`src/rtl/pwm_pkg.sv`:
```
// Shared PWM definitions for the generator/decoder pair: state encoding and
// the nominal period/duty-code width both sides agree on.
package pwm_pkg;

  typedef enum logic [1:0] {
    IDLE,
    MEASURE,
    STUCK
  } pwm_dec_state_t;

  localparam int PWM_PERIOD = 4;
  localparam int PWM_DUTY_W = 2;

endpackage

```
`src/rtl/pwm_edge_sync.sv`:
```
// Brings pwm_in into the clk domain through two flops, then delays it once
// more so a single-cycle rising-edge indicator can be formed.
module pwm_edge_sync (
  input  logic clk,
  input  logic reset,
  input  logic pwm_in,
  output logic s,
  output logic rise
);

  logic sync1;
  logic s_q;
  logic s_d;

  always_ff @(posedge clk or negedge reset) begin
    if (!reset) begin
      sync1 <= 1'b0;
      s_q   <= 1'b0;
      s_d   <= 1'b0;
    end else begin
      sync1 <= pwm_in;
      s_q   <= sync1;
      s_d   <= s_q;
    end
  end

  assign s    = s_q;
  assign rise = s_q & ~s_d;

endmodule

```
`src/rtl/pwm_decoder.sv`:
```
// Measures period and high time of an incoming PWM waveform between rising
// edges and reports the recovered duty code; constant levels end in STUCK.
module pwm_decoder
  import pwm_pkg::*;
#(
  parameter  int DUTY_W     = PWM_DUTY_W,
  parameter  int PERIOD     = PWM_PERIOD,
  parameter  int MAX_PERIOD = 15,
  localparam int CNT_W      = $clog2(MAX_PERIOD + 1)
) (
  input  logic                 clk,
  input  logic                 reset,
  input  logic                 pwm_in,
  output logic [DUTY_W-1:0]    duty_cycle,
  output logic [CNT_W-1:0]     high_count,
  output logic [CNT_W-1:0]     period_count,
  output logic                 valid,
  output logic                 period_err,
  output logic                 timeout,
  output pwm_dec_state_t       dbg_state
);

  localparam logic [CNT_W-1:0] CNT_MAX  = CNT_W'(MAX_PERIOD);
  localparam int               DUTY_MAX = 2**DUTY_W - 1;

  // valid is a one-cycle strobe with no ready: the consumer must capture the
  // data outputs in the cycle valid is high; they then hold until the next one.

  logic           s;
  logic           rise;
  logic [CNT_W-1:0] per_cnt;
  logic [CNT_W-1:0] hi_cnt;
  pwm_dec_state_t state, state_nx;
  logic           take_meas;
  logic           enter_stuck;

  pwm_edge_sync u_sync (
    .clk    (clk),
    .reset  (reset),
    .pwm_in (pwm_in),
    .s      (s),
    .rise   (rise)
  );

  // The rise cycle is itself high, so both counters restart at 1.
  always_ff @(posedge clk or negedge reset) begin
    if (!reset) begin
      per_cnt <= '0;
      hi_cnt  <= '0;
    end else if (rise) begin
      per_cnt <= CNT_W'(1);
      hi_cnt  <= CNT_W'(1);
    end else begin
      if (per_cnt != CNT_MAX) per_cnt <= per_cnt + CNT_W'(1);
      if (s && (hi_cnt != CNT_MAX)) hi_cnt <= hi_cnt + CNT_W'(1);
    end
  end

  always_ff @(posedge clk or negedge reset) begin
    if (!reset) state <= IDLE;
    else        state <= state_nx;
  end

  always_comb begin
    state_nx    = state;
    take_meas   = 1'b0;
    enter_stuck = 1'b0;
    case (state)
      IDLE: begin
        if (rise) begin
          state_nx = MEASURE;
        end else if (per_cnt == CNT_MAX) begin
          state_nx    = STUCK;
          enter_stuck = 1'b1;
        end
      end
      MEASURE: begin
        if (rise) begin
          take_meas = 1'b1;
        end else if (per_cnt == CNT_MAX) begin
          state_nx    = STUCK;
          enter_stuck = 1'b1;
        end
      end
      STUCK: begin
        if (rise) state_nx = MEASURE;
      end
      default: state_nx = IDLE;
    endcase
  end

  always_ff @(posedge clk or negedge reset) begin
    if (!reset) begin
      duty_cycle   <= '0;
      high_count   <= '0;
      period_count <= '0;
      valid        <= 1'b0;
      period_err   <= 1'b0;
      timeout      <= 1'b0;
    end else begin
      valid <= take_meas | enter_stuck;
      if (take_meas) begin
        period_count <= per_cnt;
        high_count   <= hi_cnt;
        period_err   <= (per_cnt != CNT_W'(PERIOD));
        timeout      <= 1'b0;
        if (int'(hi_cnt) >= DUTY_MAX) duty_cycle <= '1;
        else                          duty_cycle <= hi_cnt[DUTY_W-1:0];
      end else if (enter_stuck) begin
        // Constant level: report it as 0% or 100% with no period.
        period_count <= '0;
        timeout      <= 1'b1;
        high_count   <= s ? CNT_MAX : '0;
        duty_cycle   <= s ? '1 : '0;
      end
    end
  end

  assign dbg_state = state;

endmodule

```
`config.mk`:
```
export PLATFORM = sky130hd
export DESIGN_NAME = pwm_decoder
export DESIGN_NICKNAME = d
export VERILOG_FILES = /design/src/rtl/pwm_pkg.sv /design/src/rtl/pwm_edge_sync.sv /design/src/rtl/pwm_decoder.sv
export SDC_FILE = /design/constraint.sdc
export NUM_CORES = 1
export LEC_CHECK = 0
export CELL_PAD_IN_SITES_DETAIL_PLACEMENT = 1
export CELL_PAD_IN_SITES_GLOBAL_PLACEMENT = 2
export CORE_ASPECT_RATIO = 1.1
export CORE_MARGIN = 2
export CORE_UTILIZATION = 34
export CTS_CLUSTER_DIAMETER = 150
export CTS_CLUSTER_SIZE = 10
export DETAILED_ROUTE_END_ITERATION = 10
export HOLD_SLACK_MARGIN = 0.02
export PLACE_DENSITY = 0.8
export SYNTH_ARGS = -nofsm -noshare
export SYNTH_HDL_FRONTEND = slang
export SYNTH_SLANG_ARGS = --single-unit
```
`constraint.sdc`:
```
create_clock -name clk -period 1.65 [get_ports clk]
set_clock_uncertainty 0.05 [all_clocks]
set_input_delay 0.4125 -clock clk [delete_from_list [all_inputs] [get_ports clk]]
set_output_delay 0.4125 -clock clk [all_outputs]
set_load 0.02 [all_outputs]
```
* Word-level counts from Yosys, hierarchy flattened
Cells that the tools add are included.
Cells by class: add/subtract/negate cells 2, multipliers 0, divide/modulo/power cells 0, $lt $le $gt $ge 1, equal/unequal tests 8, shift-type cells 0, muxes and demuxes 25, bitwise operators 3, reductions and logical operators 7
Operators by type and width (number):
- $mux 4 | 9
- $mux 2 | 8
- $add 4x1->4 const B | 2
- $ne 4x4->1 const B | 2
- $mux 1 | 7
- $pmux 2 s3 | 1
- $reduce_bool 2->1 | 3
- $eq 4x4->1 const B | 1
- $ge 4x2->1 const B | 1
- $ne 2x2->1 const B | 2
- $ne 4x3->1 const B | 1
- $eq 2x1->1 const B | 1
- $eq 2x2->1 const B | 1
- $logic_not 2->1 | 1
- $reduce_and 2->1 | 1
- $reduce_or 2->1 | 1
- $and 1x1->1 | 1
- $logic_and 1x1->1 | 1
- $not 1->1 | 1
- $or 1x1->1 | 1
Word-level totals: bits in registers 26, latch bits 0, RAM bits 0, memory bits (read-only) 0, input port bits 3, logic and storage cells 58, memories 0

* Depth between registers and ports, before layout
Gate-level depths: netlist of the first run.
word-level depth 6, depth in mapped cells 5, depth with buffers taken out 4

* Modules after synthesis
From an unflattened synthesis of the first run, not the netlist that was laid out.
Second synthesis, totals: cell total of the unflattened synthesis 95, area total of the unflattened synthesis 1193.6 µm²
By module, submodules not included:
- pwm_decoder | instances 1, cells each 91, area each 1104.8 µm²
- pwm_edge_sync | instances 1, cells each 4, area each 88.8 µm²

* Worst setup path after synthesis of the first run
Ideal clock, no wire load.
kind flip-flop to flip-flop, from register hi_cnt[0], to register duty_cycle[0], setup time 130 ps, arrival time 1300 ps, data required time 1470 ps, path slack 170 ps, cell stages (with the launch flop) 4, path through dfrtp_1 ha_1 or4_1 a2bb2oi_1
On the way: longest elaborated chain between the ends 3
RTL lines:
- start, declared | RTL line pwm_decoder.sv:32 | logic [CNT_W-1:0] hi_cnt;
- start signal, assigned | RTL line pwm_decoder.sv:55 | if (s && (hi_cnt != CNT_MAX)) hi_cnt <= hi_cnt + CNT_W'(1);
- $ge 4x2->1 | RTL line pwm_decoder.sv:107 | if (int'(hi_cnt) >= DUTY_MAX) duty_cycle <= '1;
- $mux 2 (*) | RTL line pwm_decoder.sv:107
- $mux 2 (*) | RTL line pwm_decoder.sv:102 | if (take_meas) begin
- end signal, assigned | RTL line pwm_decoder.sv:108 | else duty_cycle <= hi_cnt[DUTY_W-1:0];
- end signal, assigned | RTL line pwm_decoder.sv:114 | duty_cycle <= s ? '1 : '0;
- end, declared | RTL line pwm_decoder.sv:14 | output logic [DUTY_W-1:0] duty_cycle,
Mark *: on every way between the ends. The rest lies on a longest branch, timed or not. A chain may end at the register's enable or synchronous reset.

* Worst setup path after layout of the first run
from register state[1] (netlist: dbg_state[1]), to output dbg_state[1]
RTL lines:
- start, declared | RTL line pwm_decoder.sv:33 | pwm_dec_state_t state, state_nx;
- start signal, assigned | RTL line pwm_decoder.sv:61 | else state <= state_nx;
- end, declared | RTL line pwm_decoder.sv:20 | output pwm_dec_state_t dbg_state
No word-level cell between the ends.

==> summary.txt, run 1 <==
Timing
  • Setup TNS: 0 ns
  • Final Max Slew Viols: 0
  • Final Cycle Share: a little over nine tenths
  • Fmax: 637 MHz
  • Setup-failing EPs final: 0
  • RSZ-0062 raised after global routing: false
  • Final Hold Viols: 0
  • Final min period: roughly 1.6 ns
  • Slew headroom: between 70 and 80%
  • Worst-Margin Slew: between 0.3 and 0.4 ns

Clock network
  • Cts bufs inserted: 3
  • Clk slew on worst S/H paths: about 0.14 ns
  • Worst-Skew Late Latency: ~0.32 ns
  • Number of H-tree levels: 1
  • CTS root buf: clkbuf_4
  • # clock sinks: 26
  • CTS tree: yes
  • CTS max path bufs: 2
  • Hold Buf Count CTS: 0

Yosys
  • Synth Flop Type: dfrtp_1
  • Flops & latches, synth: 26
  • Multiplexer area fraction after synthesis: ~2.7%
  • Simple-Gate Fraction of Synth Area: 17.5%
  • Sequential area share after synthesis: between 50 and 60%
  • YS warnings: 0
  • Synth area leader: dfrtp_1
  • Adder-Cell Fraction of Synth Area: 3.20%
  • Top cells by area, synth: dfrtp_1 55%, o31ai_1 3.8%, ha_1 3.2%
  • Async SR Flop Fraction: 100%
  • Net count after synthesis: around 110
  • Cell variety after synth: 37
  • Syn_area_per_cell: 11.2 um2
  • Yosys top cell area share: between 50% and 60%
  • Post-synth EDFFs: 0
  • Xor/xnor share of the synthesized area: less than 1%
  • Mapped cell area: approximately 0.0012 mm2
  • Syn Inst Count: around 110
  • Most common cell in the netlist: dfrtp_1
  • Compound-Gate Fraction of Synth Area: 17.0%
  • Largest family of logic cells by synthesized area: simple AND/OR/NAND/NOR gates
  • Synth top cells by count: 26 x dfrtp_1, 9 x nand2_1, 6 x nor2_1, 6 x o31ai_1, 5 x a21oi_1

Setup path
  • Worst Path Required: roughly 1.2 ns
  • Crit-path cells: dlygate4sd2_1
  • CP Class: flip-flop to output port
  • Worst path top cell family by delay: flip-flops
  • Crit-path slowest cell: dfrtp_1
  • Critical R2R Launch: per_cnt[0]
  • Critical Path End Type: output port
  • CP arrival: roughly 1.1 ns
  • Critical Path Max Stage Delay: 0.43 ns
  • CP max FO: 5
  • Crit start category: flip-flop
  • CP Launch Point: dbg_state[1]
  • Buffer and inverter count on the worst path: 1

Min path
  • Hold_sp: u_sync.sync1
  • Min-Delay Path Class: flip-flop to flip-flop

GRT
  • Largest net degree at the start of global routing: 27
  • All-layer global routing usage: between 15 and 20%
  • Total grt overflow: 0
  • First-pass GRT wire length: 4860 um
  • Initial antenna violation count: 0
  • Vias in the first global route: around 1000

Power and ir drop
  • Pleak: between 0.6 and 0.7 nW
  • Internal power: 1.39 mW
  • Clock power frac: between 10% and 20%
  • Power Dens Cells: roughly 1500 mW/mm2
  • Maximum vdd drop: 617 uV
  • Switching pwr: 0.868 mW
  • Overall Power: 2.26 mW
  • Sw frac: between 30% and 40%
  • Seq pwr share: around 44%
  • Combinational share of power: 41.6%

Die
  • Die Ht: roughly 66 um
  • IO Pins: 18
  • FP Rows: 22
  • Initial Util: a little over a third
  • Placeable Area: between 0.003 and 0.004 mm2
  • Die width: 60.0 um
  • Die area: roughly 0.0039 mm2

Detailed routing
  • Vias: slightly above 900
  • DRT Wirelength: ~2800 um
  • DRT Pass-1 Iters: 4
  • WL/cell: roughly 16 um
  • Iter 0 DRT Violations: 22
  • Vias per cell: 5.12
  • Post-route ant nets: 0
  • Drt drc: 0

Job
  • Max_cap viols: 0

Finish
  • Design area: ~0.0015 mm2
  • Final net count: roughly 140
  • Layout cells sized above 1: 15.7%
  • Antenna cell count: 0
  • Area grow syn2layout: 27.2%

Placed design
  • RePlAce Congestion: 0.817
  • Hpwl dp: 2080 um
  • Buffers on Ports: 17
  • Post-DP Area: around 0.0015 mm2

Run status
  • Outcome: finished, final reports clean
==> area by class of cell <==
| type | count | area (um2) |
|---|---|---|
| Fill cell | 403 | 1840 |
| Sequential cell | 26 | 651 |
| Multi-Input combinational cell | 70 | 482 |
| Timing Repair Buffer | 30 | 249 |
| Tap cell | 48 | 60.1 |
| Clock buffer | 4 | 36.3 |
| Inverter | 4 | 15.0 |
==> per-stage QoR <==
step | worst slack, ns | hold slack [ns] | util (%) | instances
after floorplan | 0.170 | 0.0669 | - | 105
after global placement | 0.159 | 0.293 | 44.3 | 178
after detailed placement | 0.115 | 0.293 | 44.3 | 178
after CTS | 0.0527 | 0.322 | 44.8 | 182
after global routing | 0.0105 | 0.341 | 44.8 | 182
final | 0.0794 | 0.318 | 44.8 | 182
==> layer usage <==
metal	vias to the layer above	wire [um]	share of wire (%)	global-route usage (%)
li1	437	-	-	-
met1	467	1240	44	20.5
met2	21	1480	52	29.1
met3	6	75	2.7	2.56
met4	0	36	1.3	5.83
met5	-	0	0	0
==> cells by family (layout without fill, tap and decap cells) <==
kind of cell / after synthesis / in the layout
simple gates: 34 / 34
compound gates: 29 / 29
flops: 26 / 26
buf+inv: 9 / 38
fa+ha+maj: 3 / 3
mux: 3 / 3
xor+xnor: 1 / 1
==> repair_timing <==
| action | 4_1_cts | 5_1_grt |
|---|---|---|
| setup endpoints to repair | 15 | 0 |
| buffers inserted | 0 | 0 |
| gates resized for setup | 15 | 0 |
==> path summary, 6_finish.rpt <==
path	end	cells past startpoint	slack, ns
hold / removal	u_sync.s	0	0.32
max in group asynchronous	dbg_state[1]	2	0.90
hold reg to reg	u_sync.s	0	0.32
setup reg to reg	high_count[2]	5	0.09
min in group asynchronous	valid	2	0.39
setup / recovery	dbg_state[1]	1	0.08
==> layout by cell type (no fill, tap or decap), types with 2 or more instances in the layout <==
cell type,synthesis,final
o22ai_1,2,2
buf_4,1,13
nand2b_1,3,3
dlygate4sd2_1,0,15
a22oi_1,2,2
ha_1,3,3
o21ai_0,3,3
nand3_1,4,4
a31oi_1,2,2
nor2_1,6,6
clkdlybuf4s50_1,0,2
mux2i_1,2,2
inv_1,4,4
o31ai_1,6,6
a21oi_1,5,5
nand2_1,9,9
and3_1,2,2
clkbuf_4,0,3
o21a_1,2,2
dfrtp_1,26,26
a2bb2oi_1,2,2
==> state kept, by name (all words and copies together), names as in the netlist, 2 cells and up <==
name	count
hi_cnt	4
dbg_state	2
high_count	4
per_cnt	4
duty_cycle	2
period_count	4
==> power groups by stage <==
stage | sequential, mW | clock, mW | combinational, mW
floorplan | 1.18 | 0 | 0.364
global placement | 0.998 | 0 | 1.03
detailed placement | 1.01 | 0 | 1.06
CTS | 0.990 | 0.348 | 0.961
global route | 1.01 | 0.377 | 1.05
finish | 0.987 | 0.331 | 0.941
(Power assumes the default switching activity.)
==> run 2: changes to the inputs <==
- CTS_CLUSTER_SIZE: 10 -> unset
==> results of run 2 <==
The final DEF is identical to that of run 1; final timing and power are the same.
==> run 3: changes to the inputs <==
- CTS_CLUSTER_DIAMETER: 150 -> unset
- SLEW_MARGIN: unset -> 0
==> results of run 3 <==
The final DEF is identical to that of run 1; final timing and power are the same.
